`src/rtl/reservoir_pkg.sv`:
```
// Shared types and width helpers for the reservoir input-weighting sequencer.
package reservoir_pkg;

  typedef enum logic [1:0] {
    IDLE,
    RUN,
    DONE
  } state_t;

  function automatic int prod_width(input int d, input int w);
    return d + w - 1;
  endfunction

  // A single-element reservoir still needs a 1-bit address.
  function automatic int idx_width(input int n);
    int r;
    r = $clog2(n);
    return (r < 1) ? 1 : r;
  endfunction

endpackage

```
`src/rtl/shared_mult_lane.sv`:
```
// Combinational signed multiply, truncated to the product width shared by all slices.
module shared_mult_lane
  import reservoir_pkg::*;
#(
  parameter int data_width  = 3,
  parameter int weight_size = 32,
  localparam int P = prod_width(data_width, weight_size)
) (
  input  logic signed [data_width-1:0]  a,
  input  logic signed [weight_size-1:0] b,
  output logic signed [P-1:0]           product
);

  // Sign-extending both operands to P bits yields exactly the low P bits of the full product.
  assign product = P'(a) * P'(b);

endmodule

```
`src/rtl/reservoir_mult_sequencer.sv`:
```
// Steps one captured input vector through a single shared multiplier, one element per cycle,
// fetching each weight by address and handing the assembled product vector downstream.
module reservoir_mult_sequencer
  import reservoir_pkg::*;
#(
  parameter int data_width     = 3,
  parameter int weight_size    = 32,
  parameter int reservoir_size = 3,
  localparam int P     = prod_width(data_width, weight_size),
  localparam int IDX_W = idx_width(reservoir_size)
) (
  input  logic                                 iClk,
  input  logic                                 iRst_n,
  input  logic                                 iValid,
  output logic                                 oReady,
  input  logic [reservoir_size*data_width-1:0] iData,
  output logic [IDX_W-1:0]                     oWeightAddr,
  input  logic [weight_size-1:0]               iWeight,
  output logic                                 oValid,
  input  logic                                 iReady,
  output logic [reservoir_size*P-1:0]          oValue,
  output logic                                 oBusy
);

  state_t state, next_state;

  logic [IDX_W-1:0]                     idx;
  logic [reservoir_size*data_width-1:0] data_reg;
  logic [reservoir_size*P-1:0]          staging;
  logic [reservoir_size*P-1:0]          staging_next;
  logic signed [data_width-1:0]         cur_elem;
  logic signed [P-1:0]                  cur_prod;
  logic                                 last_elem;

  assign cur_elem  = data_reg[int'(idx)*data_width +: data_width];
  assign last_elem = (idx == IDX_W'(reservoir_size - 1));

  shared_mult_lane #(
    .data_width (data_width),
    .weight_size(weight_size)
  ) u_mult (
    .a      (cur_elem),
    .b      (iWeight),
    .product(cur_prod)
  );

  // The final element's product goes straight into oValue so the handoff is never partial.
  always_comb begin
    staging_next = staging;
    staging_next[int'(idx)*P +: P] = cur_prod;
  end

  always_ff @(posedge iClk or negedge iRst_n) begin
    if (!iRst_n) begin
      state <= IDLE;
    end else begin
      state <= next_state;
    end
  end

  always_comb begin
    next_state  = state;
    oReady      = 1'b0;
    oValid      = 1'b0;
    oBusy       = 1'b1;
    oWeightAddr = '0;
    unique case (state)
      IDLE: begin
        oReady = 1'b1;
        oBusy  = 1'b0;
        if (iValid) next_state = RUN;
      end
      RUN: begin
        oWeightAddr = idx;
        if (last_elem) next_state = DONE;
      end
      DONE: begin
        oValid = 1'b1;
        if (iReady) next_state = IDLE;
      end
      default: next_state = IDLE;
    endcase
  end

  always_ff @(posedge iClk or negedge iRst_n) begin
    if (!iRst_n) begin
      data_reg <= '0;
      staging  <= '0;
      oValue   <= '0;
      idx      <= '0;
    end else begin
      case (state)
        IDLE: begin
          if (iValid) begin
            data_reg <= iData;
            idx      <= '0;
          end
        end
        RUN: begin
          staging <= staging_next;
          if (last_elem) begin
            oValue <= staging_next;
          end else begin
            idx <= idx + 1'b1;
          end
        end
        default: ;
      endcase
    end
  end

endmodule

```
`config.mk`:
```
export PLATFORM = sky130hd
export DESIGN_NAME = reservoir_mult_sequencer
export DESIGN_NICKNAME = d
export VERILOG_FILES = /design/src/rtl/reservoir_pkg.sv /design/src/rtl/shared_mult_lane.sv /design/src/rtl/reservoir_mult_sequencer.sv
export SDC_FILE = /design/constraint.sdc
export NUM_CORES = 1
export LEC_CHECK = 0
export ABC_AREA = 0
export BUFFER_PORTS_ARGS = -buffer_cell sky130_fd_sc_hd__buf_2
export CORE_AREA = 5 5 171 297
export CTS_CLUSTER_SIZE = 25
export DETAILED_ROUTE_END_ITERATION = 10
export DIE_AREA = 0 0 176 302
export HOLD_SLACK_MARGIN = 0.12
export SLEW_MARGIN = 20
export SYNTH_ARGS = -nofsm -noshare
export SYNTH_HDL_FRONTEND = slang
export SYNTH_SLANG_ARGS = --single-unit
```
`constraint.sdc`:
```
create_clock -name iClk -period 5.9 [get_ports iClk]
set_clock_uncertainty 0.1 [all_clocks]
set_input_delay 0.885 -clock iClk [delete_from_list [all_inputs] [get_ports iClk]]
set_output_delay 0.885 -clock iClk [all_outputs]
set_load 0.01 [all_outputs]
```
# ---- Word level (Yosys, flattened, before mapping)
# Index checks and enable logic that the tools add are counted.
dict set report word_totals {
  output_inout_bits 107
  mem_bits_ro 0
  n_memories 0
  inputBits 45
  latchBits 0
  reg_bits 217
  wordCells 38
  ramBits 0
}
dict set report op_classes {
  magnitude_cmp 0
  bitwise_logic 0
  n_shift 3
  n_addsub 2
  div_mod_pow 0
  n_mul 3
  reduce_logical 6
  n_eq_ne 7
  muxes 12
}
# operator n
set ops {}
lappend ops {{bitwise mux 102 bit} 1}
lappend ops {{variable shift 34 x 33 -> 102 bit (first input constant)} 1}
lappend ops {{indexed part select 34 x 33 -> 102 bit} 1}
lappend ops {{multiplier 3 x 32 -> 34 bit} 1}
lappend ops {{negator 8 -> 33 bit} 1}
lappend ops {{two-way mux 2 bit} 6}
lappend ops {{indexed part select 9 x 5 -> 3 bit} 1}
lappend ops {{inequality test 2 bit (second input constant)} 4}
lappend ops {{multiplier 2 x 5 -> 7 bit (second input constant)} 1}
lappend ops {{one-hot mux 2 bit (3 select lines)} 1}
lappend ops {{AND reduction 3 bit} 2}
lappend ops {{== test 2 bit (second input constant)} 2}
lappend ops {{multiplier 2 x 2 -> 4 bit (second input constant)} 1}
lappend ops {{one-hot mux 2 bit (2 select lines)} 1}
lappend ops {{AND reduction 2 bit} 2}
lappend ops {{two-way mux 1 bit} 3}
lappend ops {{adder 2 x 1 -> 2 bit (second input constant)} 1}
lappend ops {{== test 2 x 1 -> 1 bit (second input constant)} 1}
lappend ops {{zero test 2 bit} 1}
lappend ops {{nonzero test 2 bit} 1}

# ---- Depth between registers and ports, before layout
# Gate-level depths: netlist (run 1).
dict set report depth {
  depth_word 5
  mapped_depth 20
  ltp_nobuf 19
}

# ---- Modules after synthesis
# Synthesis (run 1) repeated with hierarchy kept, for this count alone.
dict set report unflattened {
  cells_unflattened 1460
  hier_area_um2 14027.2
}
# module area_per_inst_um2 cells_each seq_area_each_um2 instances
set modules_own_cells {}
lappend modules_own_cells {reservoir_mult_sequencer 10570.1 1034 5430.2 1}
lappend modules_own_cells {shared_mult_lane 3457.1 426 0.0 1}

# ---- Worst setup path after synthesis (run 1)
# OpenSTA, ideal clock, no wires.
dict set report synth_path {
  path_type {register to register}
  start {register idx[1]}
  end {register oValue[63]}
  arrival_ps 5111
  period_less_slack_ps 5331
  stages_incl_launch_ff 20
  t_required_ps 5680
  path_slack_ps 569
  setup_ps 120
  n_path_buf 2
  cell_sequence {dfrtp_1 -> clkbuf_2 -> mux2i_1 -> nor2_1 -> a21oi_1 -> clkbuf_1 -> nor2_1 -> fa_1 -> ha_1 -> ha_1 -> fa_1 -> a211oi_1 -> o21ai_0 -> and4b_1 -> a2111oi_0 -> nor3_1 -> mux2i_1 -> nand2_1 -> o211a_1 -> a31o_2}
}
dict set report synth_via {
  elab_chain_cells 5
  word_cells_on_any_way 10
  cone_classes {1 x add/sub; 3 x mul; 1 x eq/ne; 3 x shift; 1 x mux; 1 x reduce/logical}
}
# element line
set synth_rtl {}
lappend synth_rtl {{from (decl)} reservoir_mult_sequencer.sv:27} ;# logic [IDX_W-1:0] idx;
lappend synth_rtl {{from (signal assigned)} reservoir_mult_sequencer.sv:104} ;# idx <= idx + 1'b1;
lappend synth_rtl {{multiplier 2 x 2 -> 4 bit} reservoir_mult_sequencer.sv:35} ;# assign cur_elem = data_reg[int'(idx)*data_width +: data_width];
lappend synth_rtl {{indexed part select 9 x 5 -> 3 bit} reservoir_mult_sequencer.sv:35}
lappend synth_rtl {{multiplier 3 x 32 -> 34 bit} shared_mult_lane.sv:15} ;# assign product = P'(a) * P'(b);
lappend synth_rtl {{indexed part select 34 x 33 -> 102 bit} reservoir_mult_sequencer.sv:50} ;# staging_next[int'(idx)*P +: P] = cur_prod;
lappend synth_rtl {{bitwise mux 102 bit} reservoir_mult_sequencer.sv:50}
lappend synth_rtl {{to (signal assigned)} reservoir_mult_sequencer.sv:102} ;# oValue <= staging_next;
lappend synth_rtl {{to (decl)} reservoir_mult_sequencer.sv:21} ;# output logic [reservoir_size*P-1:0] oValue,
# Several ways; a longest one is shown, not always the timed one.
# A chain may end at the register's enable or synchronous reset.

# ---- Worst setup path after layout (run 1)
dict set report layout_path {
  start {register idx[0]}
  end {register staging[28]}
}
dict set report layout_via {
  elab_chain_cells 5
  word_cells_on_any_way 8
  cone_classes {1 x add/sub; 3 x mul; 3 x shift; 1 x mux}
}
# element line
set layout_rtl {}
lappend layout_rtl {{multiplier 2 x 2 -> 4 bit} reservoir_mult_sequencer.sv:35}
lappend layout_rtl {{indexed part select 9 x 5 -> 3 bit} reservoir_mult_sequencer.sv:35}
lappend layout_rtl {{multiplier 3 x 32 -> 34 bit} shared_mult_lane.sv:15}
lappend layout_rtl {{indexed part select 34 x 33 -> 102 bit} reservoir_mult_sequencer.sv:50}
lappend layout_rtl {{bitwise mux 102 bit (*)} reservoir_mult_sequencer.sv:50}
lappend layout_rtl {{to (signal assigned)} reservoir_mult_sequencer.sv:100} ;# staging <= staging_next;
lappend layout_rtl {{to (decl)} reservoir_mult_sequencer.sv:29} ;# logic [reservoir_size*P-1:0] staging;
# Every way passes the cells marked *; elsewhere a longest branch is shown, timed or not.

==> results.py, run 1 <==
metrics = {
    "critical_path": {
        "start_kind": "register",
        "crit_arrival_ns": 5.86,
        "crit_chain": "nor2b_2, o2bb2ai_2, buf_12, buf_4, and2_1, fa_1, ha_1, ha_1, a21oi_4, o21ai_2, a21o_1, or4_4, a21o_1, and2_1, mux4_2, a221oi_1, buf_4, o21ai_1",
        "critPathCaptureType": "register",
        "crit_slowest_cell": "mux4_2",
        "cp_max_fo": 20,
        "crit_type": "reg -> reg",
        "slowest_delay_ns": 0.60,
        "cp.required_ns": 6.18,
    },
    "route": {
        "viasPerCell": 5.574,
        "route.detailed.drc": 0,
        "post_drt_wl_per_cell_microns": 22.15,
        "ant_nets": 0,
        "drtIter0Drc": 1095,
        "drt_pass1_iterations": 5,
        "dr_total_vias": 13030,
        "totalWireLength_microns": 51760,
    },
    "clock_network": {
        "cts.sinks": 217,
        "cts_buffer_depth": 3,
        "clock_latency_ns": 0.52,
        "holdBufCountCts": 0,
        "htree_num_levels": 1,
        "cts_setup_buffers": 0,
        "cts.clk_slew.worst_paths_ns": 0.07,
        "cts_root_buf": "clkbuf_16",
        "post_cts_resized": 0,
        "cts_buffers": 21,
        "cts_tree": "built",
    },
    "worst_hold_path": {
        "hold_class": "in -> async",
    },
    "yosys": {
        "synth_area_per_cell_sq_um": 8.950,
        "yosys_warnings": 0,
        "ys_seq_elements": 217,
        "syn_nets": 1735,
        "synth_cell_types": 71,
        "syn_area_sq_um": 14240,
        "postSynthCellCount": 1591,
        "yosysSeqAreaShare": 0.3813,
        "async_flop_share": 1.000,
        "synth-edff-count": 0,
        "yosys_most_used_dff": "dfrtp_1",
    },
    "final_layout": {
        "fill_cells": 5039,
        "antennaDiodeCount": 0,
        "fin_nets": 1868,
        "seq_area_sq_um": 5431,
        "multi_input_area_sq_um": 8303,
        "drive_above_1_share": 0.1847,
        "syn_to_final_growth_pct": 16.92,
        "final_cells": 2337,
    },
    "placed_design": {
        "place_inst": 2300,
        "dp_hpwl_microns": 39480,
        "port_buffers": 151,
        "gp_congestion": 0.9306,
    },
    "sta": {
        "worst_pin_slew_ns": 0.9844,
        "rsz0062_at_grt": "no",
        "slew-limit-headroom": 0.3437,
        "hold_viol": 0,
        "period_minus_slack_ns": 5.586,
        "slew_viol_final": 0,
        "fin_setup_tns_ns": 0,
        "fmax_mhz": 179.0,
        "setup_viol": 0,
        "period_share": 0.9468,
    },
    "die": {
        "initial_core_util": 0.2955,
        "die_y_microns": 302,
        "coreArea_sq_um": 48200,
        "die_area_sq_um": 53150,
        "fp-row-count": 107,
        "chipWidth_microns": 176,
        "ioPinCount": 152,
    },
    "grt": {
        "gr-total-overflow": 0,
        "grt_pass1_vias": 13240,
        "grt_max_degree": 154,
        "grt_use_total": 0.1897,
        "antenna_found_initial": 1,
        "grt_pass1_wl_microns": 79480,
    },
    "outcome": {
        "status": "finished, final reports clean",
    },
    "flow_run": {
        "cap_viol_max_count": 0,
    },
}
-- worst paths after layout --
kind	from	to	slack [ns]	cells after the start
max	idx[0]	staging[28]	0.31	18
min	iRst_n	staging[0]	0.20	1
max reg2reg	idx[0]	staging[28]	0.31	18
min reg2reg	staging[88]	staging[88]	0.38	2
max in group asynchronous	iRst_n	staging[15]	4.14	2
min in group iClk	staging[88]	staging[88]	0.38	2
-- stage by stage --
stage / hold WS [ns] / util / cell area [sq um] / setup slack, ns
final: 0.1954 / 0.3455 / 16650 / 0.3136
after global routing: 0.2547 / 0.3455 / 16650 / 0.05163
after CTS: 0.2259 / 0.3448 / 16620 / 0.08613
after detailed placement: 0.3593 / 0.3307 / 15940 / 0.1032
after global placement: 0.3551 / 0.3307 / 15940 / 0.06463
after floorplan: 0.3390 / - / 14240 / 0.5686
-- cell families after synthesis --
kind of cell,count (synthesis),synth area share
xor+xnor,29,0.01784
mux,53,0.04551
buf+inv,147,0.04033
compound gates,471,0.2272
flops,217,0.3813
simple gates,575,0.1834
fa+ha+maj,99,0.1044
-- worst max-delay path: cells and delay by family (launching register included) --
kind	cells	cell delay, ns
compound gates	7	1.39
fa+ha+maj	3	1.14
buf+inv	3	0.58
flops	1	0.43
mux	1	0.60
simple gates	4	1.20
-- layout make-up --
class	instances	area share
flip-flops and latches	217	0.3262
repair buffers	225	0.08184
clock inverters	8	0.003457
inverters	32	0.007214
clock buffers	29	0.03757
well taps	599	0.04501
multi-input cells	1227	0.4987
-- cells in the mapped netlist, types with 7 or more instances --
| library cell | count | area, sq um |
|---|---|---|
| nor2_1 | 221 | 829.6 |
| dfrtp_1 | 217 | 5430 |
| nand2_1 | 164 | 615.6 |
| o21ai_0 | 107 | 535.5 |
| a21oi_1 | 96 | 480.5 |
| clkbuf_1 | 96 | 360.4 |
| ha_1 | 66 | 825.8 |
| and2_1 | 63 | 394.1 |
| a221oi_1 | 45 | 394.1 |
| a22o_1 | 44 | 385.4 |
| fa_1 | 33 | 660.6 |
| inv_1 | 30 | 112.6 |
| mux2_2 | 24 | 270.3 |
| nor3_1 | 24 | 120.1 |
| mux2i_1 | 22 | 220.2 |
| nand3_1 | 22 | 110.1 |
| a31oi_1 | 18 | 112.6 |
| a211oi_1 | 17 | 127.6 |
| a21o_1 | 16 | 120.1 |
| o211ai_1 | 15 | 112.6 |
| xnor2_1 | 15 | 131.4 |
| o31ai_1 | 14 | 105.1 |
| or3_1 | 14 | 87.58 |
| xor2_1 | 14 | 122.6 |
| nand2b_1 | 13 | 81.33 |
| buf_1 | 11 | 41.29 |
| and3_1 | 10 | 62.56 |
| nand4_1 | 10 | 62.56 |
| o221ai_1 | 10 | 87.58 |
| nor3b_1 | 8 | 60.06 |
| o21ai_1 | 8 | 40.04 |
| mux4_2 | 7 | 157.7 |
| nor2b_1 | 7 | 43.79 |
| o21a_1 | 7 | 52.55 |
-- metal layers --
layer | vias up | GRT usage | routed length [microns]
met5 | - | 0 | 7
met2 | 419 | 0.3507 | 27490
met4 | 2 | 0.09625 | 2967
met1 | 6487 | 0.2153 | 18960
li1 | 5999 | - | -
met3 | 119 | 0.01925 | 2341
-- cell usage in the layout, fill, tap and decap left out, drive strengths merged, types with 24 or more instances in the layout --
cell type,instances
a221oi,45
nor2,221
dfrtp,217
a21oi,97
and2,63
inv,30
clkbuf,29
buf,225
a22o,44
mux2,24
ha,66
o21ai,116
nor3,24
fa,33
nand2,164
Power of run 1 is left out: the tool's default activity adds up to more than one toggle a clock period on the data nets, which glitch-free logic cannot reach.
==> run 2: changes to the inputs <==
--- a/config.mk
+++ b/config.mk
@@ -12,4 +12,5 @@
 export DETAILED_ROUTE_END_ITERATION = 10
 export DIE_AREA = 0 0 176 302
+export GPL_TIMING_DRIVEN = 0
 export HOLD_SLACK_MARGIN = 0.12
 export SLEW_MARGIN = 20
--- a/constraint.sdc
+++ b/constraint.sdc
@@ -3,3 +3,3 @@
 set_input_delay 0.885 -clock iClk [delete_from_list [all_inputs] [get_ports iClk]]
 set_output_delay 0.885 -clock iClk [all_outputs]
-set_load 0.01 [all_outputs]
+set_load 0.005 [all_outputs]
==> results.py, run 2 (synthesis results as in run 1) <==
metrics = {
    "final_layout": {
        "fill_cells": 5037,
        "fin_nets": 1923,
        "syn_to_final_growth_pct": 20.15,
        "layout_commonest_cell": "nor2_1",
        "drive_above_1_share": 0.1761,
        "layout_common_cells": "nor2_1 (218), dfrtp_1 (216), nand2_1 (163)",
    },
    "critical_path": {
        "crit_type": "reg -> reg",
        "reg2reg_depth": 13,
        "critical_path_buf_inv_count": 7,
        "endpoint": "oValue[8]",
        "slowest_delay_ns": 0.71,
        "r2r_end": "oValue[8]",
        "start_kind": "register",
        "cp_top_family": "buffers and inverters",
        "cp.required_ns": 6.20,
        "ff2ff_setup_slack_ns": 0.19,
        "cp_max_fo": 13,
        "crit_chain": "buf_1, clkinv_1, clkbuf_2, clkbuf_2, ha_1, inv_1, clkbuf_1, clkbuf_1, mux2i_1, nor2_1, a22oi_1, o211ai_1, a22o_1",
        "critPathCaptureType": "register",
        "startpoint": "idx[0]",
        "reg2reg_from": "idx[0]",
        "crit_cells": 13,
        "crit_slowest_cell": "mux2i_1",
        "crit_arrival_ns": 6.01,
    },
    "flow_run": {
        "cap_viol_max_count": 0,
    },
    "clock_network": {
        "cts_tree": "built",
        "clock_latency_ns": 0.51,
        "cts_buffer_depth": 3,
        "cts.clk_slew.worst_paths_ns": 0.07,
        "cts.sinks": 217,
        "cts_root_buf": "clkbuf_16",
        "cts_buffers": 20,
        "htree_num_levels": 1,
    },
    "die": {
        "ioPinCount": 152,
        "die_area_sq_um": 53150,
        "die_y_microns": 302,
        "chipWidth_microns": 176,
        "coreArea_sq_um": 48200,
        "fp-row-count": 107,
        "initial_core_util": 0.2955,
    },
    "sta": {
        "slew_viol_final": 0,
        "period_share": 0.9677,
        "fmax_mhz": 175.1,
        "slew-limit-headroom": 0.2800,
        "worst_pin_slew_ns": 1.080,
        "rsz0062_at_grt": "yes",
        "fin_setup_tns_ns": 0,
        "period_minus_slack_ns": 5.710,
        "hold_viol": 0,
        "setup_viol": 0,
    },
    "route": {
        "post_drt_wl_per_cell_microns": 24.86,
        "route.detailed.drc": 0,
        "drt_pass1_iterations": 6,
        "drtIter0Drc": 1158,
        "viasPerCell": 5.688,
        "dr_total_vias": 13590,
        "ant_nets": 0,
        "totalWireLength_microns": 59390,
    },
    "placed_design": {
        "gp_congestion": 0.9769,
        "dp_hpwl_microns": 47090,
        "port_buffers": 151,
    },
    "grt": {
        "grt_pass1_wl_microns": 87950,
        "grt_most_used_layer": "met2",
        "grt_pass1_vias": 13970,
        "grt_max_degree": 98,
        "antenna_found_initial": 1,
        "grt_use_total": 0.2175,
        "gr-total-overflow": 0,
        "grtUsageMet3": 0.02463,
        "globalRouteMet1Util": 0.2217,
        "grtUsageMet2": 0.4087,
    },
    "worst_hold_path": {
        "hold_path.startpoint": "staging[39]",
        "hold_class": "reg -> reg",
    },
    "outcome": {
        "status": "finished, final reports clean",
    },
}
run 2: cell count changes in the layout (fill, tap and decap cells not counted), moves of 5 or more:
cell      previous run  this run
mux2i_1             21        15
buf_4               70        13
o21ai_0            106       101
buf_1                0        10
a211oi_1            17        12
clkbuf_1             1        89
clkbuf_2             0         7
run 2: metrics by stage:
step | setup WS (ns) | cells | cell area (sq um) | hold WS [ns] | util
detailed placement | -1.597 | 2343 | 15820 | 0.3603 | 0.3282
CTS | -0.004321 | 2379 | 16850 | 0.3757 | 0.3495
global placement | -1.917 | 2341 | 15750 | 0.3558 | 0.3267
finish | 0.1903 | 2389 | 17110 | 0.3768 | 0.3550
floorplan | 0.5686 | 1591 | 14240 | 0.3390 | -
global route | -0.01280 | 2389 | 17110 | 0.4021 | 0.3550
run 2: cell type report:
cell class / instances / area, sq um / share of cell area
multi-input combinational: 1227 / 8715 / 0.5094
sequential: 217 / 5431 / 0.3175
timing repair buffer: 166 / 933.4 / 0.05456
tap: 599 / 749.5 / 0.04381
clock buffer: 28 / 591.8 / 0.03459
buffer: 115 / 486.7 / 0.02845
inverter: 32 / 125.1 / 0.007313
clock inverter: 4 / 73.82 / 0.004315
antenna: 1 / 2.502 / 0.0001463
run 2: how the worst min path moves through the flow:
stage / end / slack [ns] / depth (start not counted)
after floorplan: staging[39] / 0.34 / 2
after global placement: staging[39] / 0.36 / 2
after detailed placement: staging[39] / 0.36 / 2
after CTS: staging[39] / 0.38 / 2
after global routing: staging[70] / 0.40 / 2
final: staging[39] / 0.38 / 2
run 2: tightest hold or removal path: stages (launching register included):
cell,delay [ns]
dfrtp_1,0.35
nand2_1,0.05
nand2_1,0.05
run 2: routing by layer:
layer / routed length [microns] / share of wire
met4: 4807 / 0.081
met3: 2829 / 0.048
met1: 20170 / 0.34
met2: 31590 / 0.53
met5: 0 / 0
run 2: repair_timing:
item	in CTS	in global routing
hold buffers	1	0
buffers inserted	3	9
endpoints found under the setup margin	158	121
pin swaps	1	15
resized for setup	64	49
endpoints found under the hold margin	10	0
Power of run 2 is left out for the same reason.
